`src/rtl/color_regfile_if.sv`:
```
// Bus bundle for the colour register file. It carries the write/step handshake from the
// controller and the four colour outputs back to the renderer.
interface color_regfile_if;
    logic        color_next;
    logic [1:0]  channel;
    logic [3:0]  data;
    logic [3:0]  address;
    logic        valid;
    logic        ack;
    logic [23:0] rgb0;
    logic [23:0] rgb1;
    logic [23:0] rgb2;
    logic [23:0] rgb3;

    modport master (
        output color_next, channel, data, address, valid,
        input  ack, rgb0, rgb1, rgb2, rgb3
    );

    modport slave (
        input  color_next, channel, data, address, valid,
        output ack, rgb0, rgb1, rgb2, rgb3
    );
endinterface

```
`src/rtl/color_regfile.sv`:
```
// Four-channel 24-bit colour register file with nibble writes and an 8-entry preset palette.
// Define SYNC_INPUTS_EN to add 2-flop synchronizers on valid and color_next.
module color_regfile (
    input  logic            clk,
    input  logic            rst,
    color_regfile_if.slave  bus
);
    logic [2:0]  idx_q [4];
    logic [2:0]  idx_d [4];
    logic [23:0] rgb_q [4];
    logic [23:0] rgb_d [4];
    logic        ack_q, ack_d;
    logic        valid_prev_q, valid_prev_d;
    logic        next_prev_q, next_prev_d;
    logic        valid_in, next_in;
    logic        valid_rise, next_rise;

    function automatic logic [23:0] palette(input logic [2:0] idx);
        case (idx)
            3'd0:    palette = 24'h000000;
            3'd1:    palette = 24'hFFFFFF;
            3'd2:    palette = 24'hFF0000;
            3'd3:    palette = 24'h00FF00;
            3'd4:    palette = 24'h0000FF;
            3'd5:    palette = 24'hFFFF00;
            3'd6:    palette = 24'h00FFFF;
            default: palette = 24'hFF00FF;
        endcase
    endfunction

`ifdef SYNC_INPUTS_EN
    // Synchronizer stages reset high so a level held through reset never looks like an edge.
    logic valid_s1_q, valid_s2_q, next_s1_q, next_s2_q;

    always_ff @(posedge clk or posedge rst) begin
        if (rst) begin
            valid_s1_q <= 1'b1;
            valid_s2_q <= 1'b1;
            next_s1_q  <= 1'b1;
            next_s2_q  <= 1'b1;
        end else begin
            valid_s1_q <= bus.valid;
            valid_s2_q <= valid_s1_q;
            next_s1_q  <= bus.color_next;
            next_s2_q  <= next_s1_q;
        end
    end

    assign valid_in = valid_s2_q;
    assign next_in  = next_s2_q;
`else
    assign valid_in = bus.valid;
    assign next_in  = bus.color_next;
`endif

    assign valid_rise = valid_in & ~valid_prev_q;
    assign next_rise  = next_in & ~next_prev_q;

    always_comb begin
        valid_prev_d = valid_in;
        next_prev_d  = next_in;
        ack_d        = valid_rise;
        for (int c = 0; c < 4; c++) begin
            idx_d[c] = idx_q[c];
            rgb_d[c] = rgb_q[c];
            if (next_rise && bus.channel == 2'(c)) begin
                idx_d[c] = idx_q[c] + 3'd1;
                rgb_d[c] = palette(idx_q[c] + 3'd1);
            end
            // The nibble write lands after the palette load so it wins on a shared edge.
            if (valid_rise && bus.channel == 2'(c)) begin
                case (bus.address)
                    4'd3:    rgb_d[c][23:20] = bus.data;
                    4'd4:    rgb_d[c][19:16] = bus.data;
                    4'd5:    rgb_d[c][15:12] = bus.data;
                    4'd6:    rgb_d[c][11:8]  = bus.data;
                    4'd7:    rgb_d[c][7:4]   = bus.data;
                    4'd8:    rgb_d[c][3:0]   = bus.data;
                    default: ;
                endcase
            end
        end
    end

    always_ff @(posedge clk or posedge rst) begin
        if (rst) begin
            ack_q        <= 1'b0;
            valid_prev_q <= 1'b1;
            next_prev_q  <= 1'b1;
            for (int c = 0; c < 4; c++) begin
                idx_q[c] <= 3'(c + 1);
                rgb_q[c] <= palette(3'(c + 1));
            end
        end else begin
            ack_q        <= ack_d;
            valid_prev_q <= valid_prev_d;
            next_prev_q  <= next_prev_d;
            for (int c = 0; c < 4; c++) begin
                idx_q[c] <= idx_d[c];
                rgb_q[c] <= rgb_d[c];
            end
        end
    end

    assign bus.ack  = ack_q;
    assign bus.rgb0 = rgb_q[0];
    assign bus.rgb1 = rgb_q[1];
    assign bus.rgb2 = rgb_q[2];
    assign bus.rgb3 = rgb_q[3];
endmodule

```
`src/flat_wrapper.sv`:
```
// flat-port wrapper written by rule: the top's interface ports become plain ports
module color_regfile_flat 
  (clk, rst, bus_color_next, bus_channel, bus_data, bus_address, bus_valid, bus_ack, bus_rgb0, bus_rgb1, bus_rgb2, bus_rgb3);
  color_regfile_if bus_i ();
  input  logic clk;
  input  logic rst;
  input wire logic [$bits(bus_i.color_next)-1:0] bus_color_next;
  input wire logic [$bits(bus_i.channel)-1:0] bus_channel;
  input wire logic [$bits(bus_i.data)-1:0] bus_data;
  input wire logic [$bits(bus_i.address)-1:0] bus_address;
  input wire logic [$bits(bus_i.valid)-1:0] bus_valid;
  output wire logic [$bits(bus_i.ack)-1:0] bus_ack;
  output wire logic [$bits(bus_i.rgb0)-1:0] bus_rgb0;
  output wire logic [$bits(bus_i.rgb1)-1:0] bus_rgb1;
  output wire logic [$bits(bus_i.rgb2)-1:0] bus_rgb2;
  output wire logic [$bits(bus_i.rgb3)-1:0] bus_rgb3;
  assign bus_i.color_next = bus_color_next;
  assign bus_i.channel = bus_channel;
  assign bus_i.data = bus_data;
  assign bus_i.address = bus_address;
  assign bus_i.valid = bus_valid;
  assign bus_ack = bus_i.ack;
  assign bus_rgb0 = bus_i.rgb0;
  assign bus_rgb1 = bus_i.rgb1;
  assign bus_rgb2 = bus_i.rgb2;
  assign bus_rgb3 = bus_i.rgb3;
  color_regfile u_core (.clk(clk), .rst(rst), .bus(bus_i));
endmodule
```
`config.mk`:
```
export PLATFORM = sky130hd
export DESIGN_NAME = color_regfile_flat
export DESIGN_NICKNAME = d
export VERILOG_FILES = /design/src/rtl/color_regfile_if.sv /design/src/rtl/color_regfile.sv /design/src/flat_wrapper.sv
export SDC_FILE = /design/constraint.sdc
export NUM_CORES = 1
export LEC_CHECK = 0
export BUFFER_PORTS_ARGS = -buffer_cell sky130_fd_sc_hd__buf_4
export CELL_PAD_IN_SITES_DETAIL_PLACEMENT = 0
export CELL_PAD_IN_SITES_GLOBAL_PLACEMENT = 1
export CORE_MARGIN = 8
export CORE_UTILIZATION = 45
export CTS_CLUSTER_DIAMETER = 80
export DETAILED_ROUTE_END_ITERATION = 8
export GPL_TIMING_DRIVEN = 0
export PLACE_DENSITY_LB_ADDON = 0.1
export RECOVER_POWER = 25
export REMOVE_ABC_BUFFERS = 1
export SLEW_MARGIN = 10
export SYNTH_ARGS = -nofsm -noshare
export SYNTH_HDL_FRONTEND = slang
export SYNTH_SLANG_ARGS = --single-unit
```
`constraint.sdc`:
```
create_clock -name clk -period 9.8 [get_ports clk]
set_input_delay 1.96 -clock clk [delete_from_list [all_inputs] [get_ports clk]]
set_output_delay 1.96 -clock clk [all_outputs]
set_load 0.01 [all_outputs]
```
# Yosys cells after proc, flatten, opt, wreduce, memory -nomap -nowiden
# Index checks and enable logic that the tools add are counted.
# W data, S select, Z words.
# word_totals
reg_bits,111
inputBits,14
out_inout_bits,97
word_cells,101
# classes
n_addsub,4
n_eq_ne,33
n_mux,36
n_bitwise,4
reduce_logical,13
# ops
operator,n
$pmux W24 S7,4
$mux W24,8
$mux W4,24
$eq A3 B3 Y1 const B,12
$eq A3 B2 Y1 const B,8
$eq A4 B3 Y1 const B,4
$add A3 B1 Y3 const B,4
$eq A3 B1 Y1 const B,4
$logic_not A3 Y1,4
$logic_and A1 B1 Y1,8
$eq A2 B2 Y1 const B,2
$eq A4 B2 Y1 const B,1
$eq A4 B4 Y1 const B,1
$and A1 B1 Y1,2
$eq A2 B1 Y1 const B,1
$logic_not A2 Y1,1
$not A1 Y1,2

# Depth between registers and ports, before layout
# Gate-level depths: netlist (run 1).
# depth
ltp_word,6
mapped_depth,6
depth_no_buf,6

# Worst setup path after synthesis (run 1)
# No wires, ideal clock.
# synth_path
path_kind,in2reg
from,in bus_channel[0]
to,reg u_core.rgb_q (netlist bit u_core.bus.rgb0[3])
setup_ns,0.073
t_arrival_ns,3.083
required_time_ns,9.727
slack_ns,6.644
stages,5
n_path_buf,1
cell_sequence,or4b_4 -> buf_6 -> a31oi_4 -> a21boi_1 -> a21oi_1
# synth_rtl
element,line_no,text
from (decl),flat_wrapper.sv:8,input wire logic [$bits(bus_i.channel)-1:0] bus_channel;
"to (signal, indexed assignment)",color_regfile.sv:92,rgb_q[c] <= palette(3'(c + 1));
"to (signal, indexed assignment)",color_regfile.sv:100,rgb_q[c] <= rgb_d[c];
to (decl),color_regfile.sv:10,logic [23:0] rgb_q [4];

==> parameters.txt, run 1 <==
Parameter                              Value

Setup path
  Most prevalent standard cell on the critical path    sky130_fd_sc_hd__a21oi_1
  Highest net fanout along the worst path    30
  Register-to-register setup slack    between 7 and 8 ns
  Critical path's slowest cell    sky130_fd_sc_hd__a211oi_1
  Crit path depth    5
  Startpoint class of the critical path    input pin
  Slowest cell delay on critical path    between 1 and 1.5 ns
  Reg-to-Reg End    u_core.bus.rgb1[8]$_DFF_PP0_
  Delay-heaviest family, CP    compound AO/OA/AOI/OAI gates
  Startpoint of the most critical setup path    bus_channel[1]
  Worst path arrival time    roughly 4.3 ns
  Combined buffer and inverter count along the critical path    1
  Worst Path Required    just over 10 ns
  Worst setup path category    in2reg
  Cells along the critical path    buf_4, nand4bb_2, a211oi_1, a21oi_1, a21oi_1
  Crit path capture type    register
  Startpoint of the worst-slack reg-to-reg timing path    u_core.next_prev_q$_DFF_PP1_
  Number of cells on the worst reg-to-reg path    4

Routing
  Wire per inst    17.3 um
  Routed vias/inst    ~5.3
  Routed length on met1    about 6.3 mm
  Wire length on met2    around 6.5 mm
  Total iterations of the first detailed-routing run    4
  Aggregate routed wire length    approximately 14 mm
  Met3 wire len    roughly 1 mm
  Uppermost metal layer occupied by signal nets    met4
  Post-route DRC    0
  Routed vias    between 4000 and 5000
  First-iteration detailed-routing DRC count    338
  Number of nets with antenna violations after detailed routing    0

Timing
  Setup TNS    0 ns
  Finish-stage setup viols    0
  Worst slew slack as a fraction of its limit    -0.0312
  Final number of max-transition violations    33
  Setup repair after global routing missed its margin    false
  Share of the clock period used by the worst path after layout    0.408
  Fin crit period    4.00 ns
  Worst-Margin Slew    approximately 1.5 ns
  Final hold vios    0
  Highest Clock Rate    ~250 MHz
  Maximum clock skew at final layout    between 0.004 and 0.005 ns

Power
  Combinational group share of total power    0.377
  Part of the total power dissipated in sequential elements    0.434
  Pwr Density    ~320 mW/mm2
  Net switching power    roughly 700 uW
  Clock network power share    0.189
  Pleak    between 2 and 3 nW
  Total power consumption of the routed design    2.09 mW
  Sw Share    0.336
  Peak ir drop on the vdd network    about 0.20 mV
  Internal power    about 1.4 mW

Placed design
  Detailed placer's ending HPWL    approximately 9.3 mm
  Count of input and output buffers    110
  GPL Wtd Cong    0.769
  Cell Area, Placed    around 0.0062 mm2

Logic synthesis
  Number of instances in the synthesized netlist    555
  Number of distinct library cells after synthesis    36
  Dominant register cell in the synthesized netlist    sky130_fd_sc_hd__dfrtp_1
  Biggest area consumer among synthesized cells    sky130_fd_sc_hd__dfstp_2
  Portion of synthesized cell area occupied by the leading cell type    0.275
  Fraction of the yosys area taken by sequential cells    0.541
  Synth warnings    0
  Post-synthesis register bit count    ~110
  Post-synth EDFFs    0
  Async SR Flop Fraction    1.00
  Post-synthesis average cell area    ~9.5 um2
  Post-Syn Area    ~0.0053 mm2
  Top area cells in the synthesized netlist    sky130_fd_sc_hd__dfstp_2, sky130_fd_sc_hd__dfrtp_1, sky130_fd_sc_hd__a21oi_1, sky130_fd_sc_hd__nor2_1, sky130_fd_sc_hd__ha_1

CTS
  Clock Tree Root    sky130_fd_sc_hd__clkbuf_16
  Number of levels the H-tree was split into    3
  TritonCTS Sinks    111
  CTS-repair resized insts    0
  Number of buffers inserted during clock tree synthesis    9
  Maximum number of buffers from clock root to sink    2
  Cts-stage hold buffer count    0
  Worst-skew pair later-pin latency    approximately 0.35 ns
  Number of setup buffers added after CTS    0
  Clock tree from TritonCTS    built
  Clock transition time at the flip-flop clock pins of the worst setup and hold paths    around 0.07 ns

Global routing
  Vias in the first global route    between 4000 and 5000
  Number of antenna violations at the first check in global routing    0
  Maximum number of pins on one net before global-route repair    80
  GRT overflow    0
  Overall routing resource usage    0.185
  First-pass GRT wire length    roughly 22 mm

Finish
  Share of final-layout standard cells stronger than drive strength 1    0.301
  Final std cell area, no fill    about 0.0066 mm2
  Area added between synthesis and finish    24.6%
  Total number of nets in the final design    690
  Number of antenna repair diodes    0

Hold path
  Start point of the worst hold path    u_core.bus.rgb3[5]$_DFF_PP1_
  Worst hold endpoint    u_core.bus.rgb3[5]$_DFF_PP1_
  Hold Crit Class    reg2reg
  Hold Path Depth    2

Die
  Std-Cell Core Area    roughly 0.011 mm2
  Effective utilization at floorplan    0.461
  Die W    124 um
  Die area    between 0.015 and 0.02 mm2
  Height of the chip    between 100 and 150 um
  Number of core rows    39
  Number of top-level pins    roughly 110

Run
  Max-cap violations    1

Outcome
  Status    finished with violations
  Violated checks    max-capacitance violations, max-slew violations
[power groups by stage]
stage	Sequential, mW	Clock (mW)	Combinational, mW
after floorplan	0.977	0	0.322
after global placement	0.905	0	0.777
after detailed placement	0.912	0	0.800
after CTS	0.907	0.406	0.802
after global routing	0.936	0.423	0.868
final	0.906	0.394	0.786
[cell families after synthesis]
| group | count (synthesis) | synth area share |
|---|---|---|
| buffers and inverters | 36 | 0.0281 |
| muxes | 4 | 0.00856 |
| and+or+nand+nor | 198 | 0.172 |
| xor gates and xnor gates | 12 | 0.0200 |
| DFF | 111 | 0.541 |
| AOI/OAI and AO/OA | 174 | 0.183 |
| adders and majority gates | 20 | 0.0476 |
[tightest hold or removal path: stages (launching register included)]
cell                      delay (ns)
sky130_fd_sc_hd__dfstp_2        0.37
sky130_fd_sc_hd__nand2_1        0.05
sky130_fd_sc_hd__a21oi_1        0.05
[synthesized netlist by cell type (2+ instances only)]
cell type	n
sky130_fd_sc_hd__nand3_1	9
sky130_fd_sc_hd__xnor2_1	5
sky130_fd_sc_hd__dfstp_2	55
sky130_fd_sc_hd__a211oi_4	2
sky130_fd_sc_hd__a31oi_1	3
sky130_fd_sc_hd__mux2_2	4
sky130_fd_sc_hd__a21boi_0	4
sky130_fd_sc_hd__or3_1	5
sky130_fd_sc_hd__buf_2	4
sky130_fd_sc_hd__a211oi_1	6
sky130_fd_sc_hd__nor4b_1	2
sky130_fd_sc_hd__inv_1	14
sky130_fd_sc_hd__nor3_1	4
sky130_fd_sc_hd__and4bb_2	3
sky130_fd_sc_hd__nor2b_1	9
sky130_fd_sc_hd__xor2_1	7
sky130_fd_sc_hd__nand2_1	59
sky130_fd_sc_hd__and4b_1	2
sky130_fd_sc_hd__clkbuf_1	15
sky130_fd_sc_hd__dfrtp_1	56
sky130_fd_sc_hd__nor4bb_1	2
sky130_fd_sc_hd__o211ai_1	4
sky130_fd_sc_hd__buf_1	2
sky130_fd_sc_hd__nand4bb_1	2
sky130_fd_sc_hd__a21oi_1	152
sky130_fd_sc_hd__nor2_1	95
sky130_fd_sc_hd__a21boi_1	2
sky130_fd_sc_hd__ha_1	20
[layout make-up]
class	count	area, um2
Fill cell	1040	4860
Sequential cell	111	2850
Multi-Input combinational cell	408	2300
Timing Repair Buffer	112	857
Clock buffer	10	239
Tap cell	143	179
Clock inverter	6	83.8
Inverter	14	53.8
[sequential cells by signal, summed over array words and instances (netlist names)]
name	cells
u_core.next_prev_q	1
u_core.bus.ack	1
u_core.bus.rgb0	24
u_core.idx_q	12
u_core.bus.rgb3	24
u_core.valid_prev_q	1
u_core.bus.rgb1	24
u_core.bus.rgb2	24
[through the flow]
| stage | instances | utilization | setup slack (ns) | hold slack [ns] |
|---|---|---|---|---|
| 2_1_floorplan | 533 | - | 5.00 | 0.471 |
| 3_3_place_gp | 786 | 0.540 | 3.66 | 0.458 |
| 3_5_place_dp | 787 | 0.544 | 4.93 | 0.461 |
| 4_1_cts | 803 | 0.573 | 5.25 | 0.471 |
| 5_1_grt | 804 | 0.574 | 5.51 | 0.483 |
| 6_report | 804 | 0.574 | 5.80 | 0.470 |
[worst max-delay path by stage]
stage,slack (ns),to
2_1_floorplan,5.00,u_core.bus.ack$_DFF_PP0_
3_3_place_gp,3.66,u_core.bus.rgb2[20]$_DFF_PP0_
3_5_place_dp,4.93,u_core.bus.rgb1[8]$_DFF_PP0_
4_1_cts,5.25,u_core.bus.rgb1[8]$_DFF_PP0_
5_1_grt,5.51,u_core.bus.rgb1[11]$_DFF_PP0_
6_report,5.80,u_core.bus.rgb1[8]$_DFF_PP0_
[routing by layer]
| layer | global-route usage | vias to the layer above |
|---|---|---|
| met3 | 0.0571 | 12 |
| met5 | 0 | - |
| li1 | - | 2105 |
| met4 | 0.0602 | 0 |
| met1 | 0.246 | 2029 |
| met2 | 0.282 | 123 |
[cell usage in the layout, fill, tap and decap left out, types with 7 or more instances in the layout]
cell type	instances
sky130_fd_sc_hd__xor2_1	7
sky130_fd_sc_hd__nand2_1	59
sky130_fd_sc_hd__a21oi_1	152
sky130_fd_sc_hd__dfrtp_1	56
sky130_fd_sc_hd__nor2b_1	9
sky130_fd_sc_hd__ha_1	20
sky130_fd_sc_hd__inv_1	13
sky130_fd_sc_hd__nor2_1	95
sky130_fd_sc_hd__nand3_1	9
sky130_fd_sc_hd__dfstp_2	55
sky130_fd_sc_hd__buf_4	107
sky130_fd_sc_hd__clkbuf_16	9
Note: power is estimated with default switching activity, not from simulation.
==> run 2: changes to the inputs <==
--- a/config.mk
+++ b/config.mk
@@ -9,7 +9,7 @@
 export CELL_PAD_IN_SITES_DETAIL_PLACEMENT = 0
 export CELL_PAD_IN_SITES_GLOBAL_PLACEMENT = 1
 export CORE_MARGIN = 8
-export CORE_UTILIZATION = 45
+export CORE_UTILIZATION = 41
 export CTS_CLUSTER_DIAMETER = 80
 export DETAILED_ROUTE_END_ITERATION = 8
 export GPL_TIMING_DRIVEN = 0
==> constraint.sdc (replaced) <==
create_clock -name clk -period 4.1 [get_ports clk]
set_input_delay 0.82 -clock clk [delete_from_list [all_inputs] [get_ports clk]]
set_output_delay 0.82 -clock clk [all_outputs]
set_load 0.01 [all_outputs]
==> parameters.txt, run 2 (same netlist as run 1, synthesis figures left out) <==
Parameter                              Value

Outcome
  Status    finished with violations (unchanged)
  Violated checks    max-capacitance violations, max-slew violations (unchanged)

Finish
  Highest-count cells in the layout ignoring fill and taps    sky130_fd_sc_hd__a21oi_1, sky130_fd_sc_hd__buf_4, sky130_fd_sc_hd__nor2_1 (unchanged)
  Area added between synthesis and finish    24.3% (was 24.6%)
  Share of final-layout standard cells stronger than drive strength 1    0.297 (was 0.301)
  Number of antenna repair diodes    0 (unchanged)
  Util after Layout    0.520 (was 0.574)
  Commonest non-fill, non-tap cell in the layout    sky130_fd_sc_hd__a21oi_1 (unchanged)
  Layout filler cell count    1211 (was 1040)
  Area taken by flip-flops and latches    0.00285 mm2 (unchanged)
  Area used by multi-input combinational logic    0.00229 mm2 (was 0.00230 mm2)
  Total number of nets in the final design    690 (unchanged)

Global routing
  First-pass GRT wire length    22.3 mm (was 21.9 mm)
  Maximum number of pins on one net before global-route repair    73 (was 80)
  Vias in the first global route    4176 (was 4094)
  GRT overflow    0 (unchanged)
  Overall routing resource usage    0.171 (was 0.185)
  Number of antenna violations at the first check in global routing    0 (unchanged)

CTS
  Worst-skew pair later-pin latency    0.34 ns (was 0.35 ns)
  Cts-stage hold buffer count    0 (unchanged)
  Number of levels the H-tree was split into    3 (unchanged)
  Number of buffers inserted during clock tree synthesis    9 (unchanged)
  Maximum number of buffers from clock root to sink    2 (unchanged)
  TritonCTS Sinks    111 (unchanged)
  Clock transition time at the flip-flop clock pins of the worst setup and hold paths    0.07 ns (about the same)
  Number of setup buffers added after CTS    0 (unchanged)
  CTS-repair resized insts    0 (unchanged)
  Clock Tree Root    sky130_fd_sc_hd__clkbuf_16 (unchanged)
  Clock tree from TritonCTS    built (unchanged)

Power
  Part of the total power dissipated in sequential elements    0.446 (was 0.434)
  Sw Share    0.342 (was 0.336)
  Net switching power    1.67 mW (was 701 uW)
  Pwr Density    745 mW/mm2 (was 318 mW/mm2)
  Total power consumption of the routed design    4.88 mW (was 2.09 mW)
  Pleak    2.95 nW (was 2.98 nW)
  Peak ir drop on the vdd network    0.309 mV (was 0.201 mV)
  Clock network power share    0.170 (was 0.189)
  Combinational group share of total power    0.384 (was 0.377)
  Internal power    3.21 mW (was 1.39 mW)

Setup path
  Reg-to-Reg End    u_core.bus.rgb2[8]$_DFF_PP1_ (was u_core.bus.rgb1[8]$_DFF_PP0_)
  Worst setup path category    in2reg (unchanged)
  Startpoint of the most critical setup path    bus_color_next (was bus_channel[1])
  Register-to-register setup slack    1.40 ns (was 7.15 ns)
  Startpoint of the worst-slack reg-to-reg timing path    u_core.next_prev_q$_DFF_PP1_ (unchanged)
  Highest net fanout along the worst path    30 (unchanged)
  Crit path capture type    register (unchanged)
  Capturing element of the worst setup path    u_core.bus.rgb2[8]$_DFF_PP1_ (was u_core.bus.rgb1[8]$_DFF_PP0_)
  Worst Path Required    4.37 ns (was 10.07 ns)
  Worst path arrival time    3.21 ns (was 4.27 ns)
  Number of cells on the worst reg-to-reg path    4 (unchanged)
  Startpoint class of the critical path    input pin (unchanged)

Routing
  Aggregate routed wire length    14.3 mm (was 13.9 mm)
  Number of nets with antenna violations after detailed routing    0 (unchanged)
  Routed vias/inst    5.12 (was 5.31)
  Total iterations of the first detailed-routing run    5 (was 4)
  Wire per inst    17.2 um (was 17.3 um)
  First-iteration detailed-routing DRC count    282 (was 338)
  Post-route DRC    0 (unchanged)
  Routed vias    4262 (was 4269)

Placed design
  GPL Wtd Cong    0.735 (was 0.769)
  Detailed placer's ending HPWL    9.47 mm (was 9.32 mm)
  Post-placement worst setup slack    0.417 ns (was 4.93 ns)
  Count of input and output buffers    110 (unchanged)

Run
  Max-cap violations    1 (unchanged)

Die
  Effective utilization at floorplan    0.419 (was 0.461)
  Std-Cell Core Area    0.0126 mm2 (was 0.0114 mm2)
  Die W    129 um (was 124 um)
  Height of the chip    129 um (was 124 um)
  Die area    0.0167 mm2 (was 0.0154 mm2)
  Number of top-level pins    111 (unchanged)
  Number of core rows    41 (was 39)

Timing
  Share of the clock period used by the worst path after layout    0.719
  Highest Clock Rate    between 300 and 400 MHz
  Post-route worst setup slack    1.15 ns (was 5.80 ns)
  Fin crit period    between 2 and 3 ns
  Setup repair after global routing missed its margin    false (unchanged)
  Final number of max-transition violations    40 (was 33)
  Worst slew slack as a fraction of its limit    -0.220 (was -0.0312)
  Final hold vios    0 (unchanged)
  Worst-Margin Slew    1.82 ns (was 1.54 ns)
  Maximum clock skew at final layout    0.00488 ns (was 0.00421 ns)
  Finish-stage setup viols    0 (unchanged)

Hold path
  Hold Crit Class    reg2reg (unchanged)
  Start point of the worst hold path    u_core.bus.rgb3[7]$_DFF_PP1_ (was u_core.bus.rgb3[5]$_DFF_PP1_)
[run 2: cell count changes in the layout (fill, tap and decap cells not counted)]
cell and change:
sky130_fd_sc_hd__clkinvlp_4 +1, sky130_fd_sc_hd__nor4b_1 +1, sky130_fd_sc_hd__clkbuf_8 +1, sky130_fd_sc_hd__clkinv_4 -1, sky130_fd_sc_hd__clkinv_2 -1, sky130_fd_sc_hd__nor4b_2 -1
sky130_fd_sc_hd__clkbuf_1 +2, sky130_fd_sc_hd__bufinv_16 -2
[run 2: area by class of cell]
class                   count  share of cell area
clock buffers              13              0.0398
multi-input cells         408               0.350
clock inverters             3             0.00268
inverters                  14             0.00823
well taps                 172              0.0329
flip-flops and latches    111               0.435
repair buffers            112               0.131
[run 2: power groups by stage]
stage	sequential (mW)	combinational, mW	clock [mW]
after floorplan	2.33	0.770	0
after global placement	2.17	1.86	0
after detailed placement	2.19	1.91	0
after CTS	2.18	1.91	0.860
after global routing	2.26	2.08	0.899
final	2.18	1.87	0.828
[run 2: how the worst min path moves through the flow]
| stage | endpoint | slack, ns | cells after the start |
|---|---|---|---|
| 2_1_floorplan | u_core.bus.rgb0[3]$_DFF_PP1_ | 0.47 | 2 |
| 3_3_place_gp | u_core.bus.rgb3[7]$_DFF_PP1_ | 0.46 | 2 |
| 3_5_place_dp | u_core.bus.rgb3[7]$_DFF_PP1_ | 0.46 | 2 |
| 4_1_cts | u_core.bus.rgb3[9]$_DFF_PP0_ | 0.47 | 2 |
| 5_1_grt | u_core.bus.rgb3[4]$_DFF_PP1_ | 0.48 | 2 |
| 6_report | u_core.bus.rgb3[7]$_DFF_PP1_ | 0.47 | 2 |
[run 2: routing by layer]
metal / vias up / wire length, um / global-route usage
li1: 2103 / - / -
met1: 2054 / 6510 / 0.221
met2: 95 / 6700 / 0.268
met3: 10 / 960 / 0.0509
met4: 0 / 149 / 0.0518
met5: - / 0 / 0
[run 2: stage by stage]
step	cell area, um2	cells	TNS [ns]	hold WS, ns
floorplan	5170	533	0	0.471
global placement	6210	815	-53.49	0.459
detailed placement	6260	816	0	0.458
CTS	6540	832	0	0.468
global route	6540	833	0	0.483
finish	6540	833	0	0.467
[run 2: worst max-delay path: stages]
cell and delay [ns]:
sky130_fd_sc_hd__clkbuf_1 0.23, sky130_fd_sc_hd__nand4bb_2 0.71, sky130_fd_sc_hd__a211oi_1 1.16, sky130_fd_sc_hd__a21oi_1 0.07, sky130_fd_sc_hd__a21oi_1 0.21
==> run 3: changes to the inputs <==
==> constraint.sdc (replaced) <==
create_clock -name clk -period 3 [get_ports clk]
set_input_delay 0.6 -clock clk [delete_from_list [all_inputs] [get_ports clk]]
set_output_delay 0.6 -clock clk [all_outputs]
set_load 0.01 [all_outputs]
==> parameters.txt, run 3 (same netlist as run 1, synthesis figures left out) <==
Parameter                              Value

Timing
  Maximum clock skew at final layout    0.00325 ns (was 0.00488 ns)
  Worst-case hold slack    0.401 ns (was 0.467 ns)
  Fin crit period    between 2 and 3 ns
  Worst slew slack as a fraction of its limit    -0.155 (was -0.220)
  Post-route worst setup slack    0.281 ns (was 1.15 ns)
  Final number of max-transition violations    41 (was 40)
  Share of the clock period used by the worst path after layout    0.906
  Final hold vios    0 (unchanged)
  Worst-Margin Slew    1.72 ns (was 1.82 ns)
  Setup repair after global routing missed its margin    false (unchanged)
  Finish-stage setup viols    0 (unchanged)
  Highest Clock Rate    368 MHz

Die
  Height of the chip    129 um (unchanged)
  Number of top-level pins    111 (unchanged)
  Number of core rows    41 (unchanged)
  Die area    0.0167 mm2 (unchanged)
  Std-Cell Core Area    0.0126 mm2 (unchanged)
  Effective utilization at floorplan    0.419 (unchanged)
  Die W    129 um (unchanged)

Setup path
  Worst Path Required    3.27 ns (was 4.37 ns)
  Highest net fanout along the worst path    30 (unchanged)
  Critical path's slowest cell    sky130_fd_sc_hd__a211oi_1 (unchanged)
  Slowest cell delay on critical path    1.17 ns (was 1.16 ns)
  Crit path capture type    register (unchanged)
  Combined buffer and inverter count along the critical path    1 (unchanged)
  Worst path arrival time    2.99 ns (was 3.21 ns)
  Worst setup path category    in2reg (unchanged)
  Delay-heaviest family, CP    compound AO/OA/AOI/OAI gates (unchanged)
  Cells along the critical path    buf_4, nand4bb_2, a211oi_1, a21oi_1, a21oi_1 (was clkbuf_1, nand4bb_2, a211oi_1, a21oi_1, a21oi_1)
  Most prevalent standard cell on the critical path    sky130_fd_sc_hd__a21oi_1 (unchanged)
  Startpoint class of the critical path    input pin (unchanged)

Power
  Part of the total power dissipated in sequential elements    0.447 (was 0.446)
  Pleak    2.94 nW (was 2.95 nW)
  Peak ir drop on the vdd network    0.423 mV (was 0.309 mV)
  Combinational group share of total power    0.384 (about the same)
  Net switching power    2.27 mW (was 1.67 mW)
  Sw Share    0.342 (about the same)
  Internal power    4.38 mW (was 3.21 mW)
  Clock network power share    0.169 (was 0.170)
  Pwr Density    1020 mW/mm2 (was 745 mW/mm2)

CTS
  Number of setup buffers added after CTS    0 (unchanged)
  Clock Tree Root    sky130_fd_sc_hd__clkbuf_16 (unchanged)
  Clock tree from TritonCTS    built (unchanged)
  Clock transition time at the flip-flop clock pins of the worst setup and hold paths    0.07 ns (about the same)
  TritonCTS Sinks    111 (unchanged)
  Cts-stage hold buffer count    0 (unchanged)
  Number of buffers inserted during clock tree synthesis    9 (unchanged)
  CTS-repair resized insts    0 (unchanged)
  Worst-skew pair later-pin latency    0.34 ns (about the same)
  Maximum number of buffers from clock root to sink    2 (unchanged)
  Number of levels the H-tree was split into    3 (unchanged)

Global routing
  First-pass GRT wire length    22.3 mm (unchanged)
  Vias in the first global route    4176 (unchanged)
  Overall routing resource usage    0.171 (unchanged)
  Number of antenna violations at the first check in global routing    0 (unchanged)
  Maximum number of pins on one net before global-route repair    73 (unchanged)
  GRT overflow    0 (unchanged)

Routing
  Wire length on met2    6.66 mm (was 6.70 mm)
  Uppermost metal layer occupied by signal nets    met4 (unchanged)
  Routed vias    4250 (was 4262)
  Routed vias/inst    5.10 (was 5.12)
  Wire per inst    17.1 um (was 17.2 um)
  Post-route DRC    0 (unchanged)
  First-iteration detailed-routing DRC count    327 (was 282)
  Met3 wire len    1.05 mm (was 960 um)
  Total iterations of the first detailed-routing run    4 (was 5)
  Number of nets with antenna violations after detailed routing    0 (unchanged)
  Routed length on met1    6.42 mm (was 6.51 mm)
  Aggregate routed wire length    14.3 mm (about the same)

Placed design
  Cell Area, Placed    0.00626 mm2 (unchanged)
  Post-placement worst setup slack    -0.463 ns (was 0.417 ns)
  Inst Count DP    816 (unchanged)
  Count of input and output buffers    110 (unchanged)
  GPL Wtd Cong    0.735 (unchanged)
  Detailed placer's ending HPWL    9.47 mm (unchanged)

Finish
  Highest-count cells in the layout ignoring fill and taps    sky130_fd_sc_hd__a21oi_1, sky130_fd_sc_hd__buf_4, sky130_fd_sc_hd__nor2_1 (unchanged)
  Total number of nets in the final design    690 (unchanged)
  Final std cell area, no fill    0.00652 mm2 (was 0.00654 mm2)
  Number of antenna repair diodes    0 (unchanged)
  Area added between synthesis and finish    24.0% (was 24.3%)
  Commonest non-fill, non-tap cell in the layout    sky130_fd_sc_hd__a21oi_1 (unchanged)
  Share of final-layout standard cells stronger than drive strength 1    0.297 (unchanged)
  Util after Layout    0.519 (was 0.520)
  Final Instance Count excl. Fillers    833 (unchanged)

Hold path
  Hold Crit Class    in2reg (was reg2reg)

Outcome
  Violated checks    max-capacitance violations, max-slew violations (unchanged)
  Status    finished with violations (unchanged)

Run
  Max-cap violations    1 (unchanged)
run 3: changes by cell type in the layout (fill, tap and decap cells not counted):
cell	delta
sky130_fd_sc_hd__dfstp_2	-1
sky130_fd_sc_hd__buf_4	+1
sky130_fd_sc_hd__clkbuf_4	+1
sky130_fd_sc_hd__buf_16	-1
sky130_fd_sc_hd__clkbuf_1	-1
sky130_fd_sc_hd__dfstp_1	+1
run 3: layer usage:
layer / vias to the layer above / track usage
met5: - / 0
li1: 2102 / -
met2: 120 / 0.268
met1: 2018 / 0.221
met4: 0 / 0.0518
met3: 10 / 0.0509
run 3: final timing paths:
kind | end | slack (ns) | cells past startpoint | from
worst max-delay path | u_core.bus.rgb2[8]$_DFF_PP1_ | 0.28 | 5 | bus_channel[0]
worst min-delay path | u_core.next_prev_q$_DFF_PP1_ | 0.40 | 1 | bus_color_next
worst max register to register | u_core.bus.rgb2[8]$_DFF_PP1_ | 0.29 | 4 | u_core.next_prev_q$_DFF_PP1_
worst min register to register | u_core.bus.rgb3[7]$_DFF_PP1_ | 0.47 | 2 | u_core.bus.rgb3[7]$_DFF_PP1_
max in group asynchronous | u_core.idx_q[10]$_DFFE_PP0P_ | 0.58 | 3 | rst
min in group asynchronous | u_core.bus.rgb3[9]$_DFF_PP0_ | 0.68 | 2 | rst
run 3: cell type report:
type	instances	area, um2
timing repair buffer	112	841
clock buffer	13	260
sequential	111	2850
tap	172	215
inverter	14	53.8
fill	1211	6040
clock inverter	3	17.5
multi-input combinational	408	2290
run 3: metrics by stage:
| step | total power [mW] | TNS, ns |
|---|---|---|
| after global routing | 7.15 | 0 |
| after global placement | 5.51 | -161.21 |
| after detailed placement | 5.60 | -13.11 |
| final | 6.65 | 0 |
| after CTS | 6.77 | -2.39 |
| after floorplan | 4.24 | -24.62 |
run 3: power by group through the flow:
stage | registers (mW) | clock network, mW | logic [mW]
after floorplan | 3.19 | 0 | 1.05
after global placement | 2.97 | 0 | 2.55
after detailed placement | 3.00 | 0 | 2.61
after CTS | 2.98 | 1.18 | 2.61
after global routing | 3.09 | 1.23 | 2.84
final | 2.97 | 1.12 | 2.55
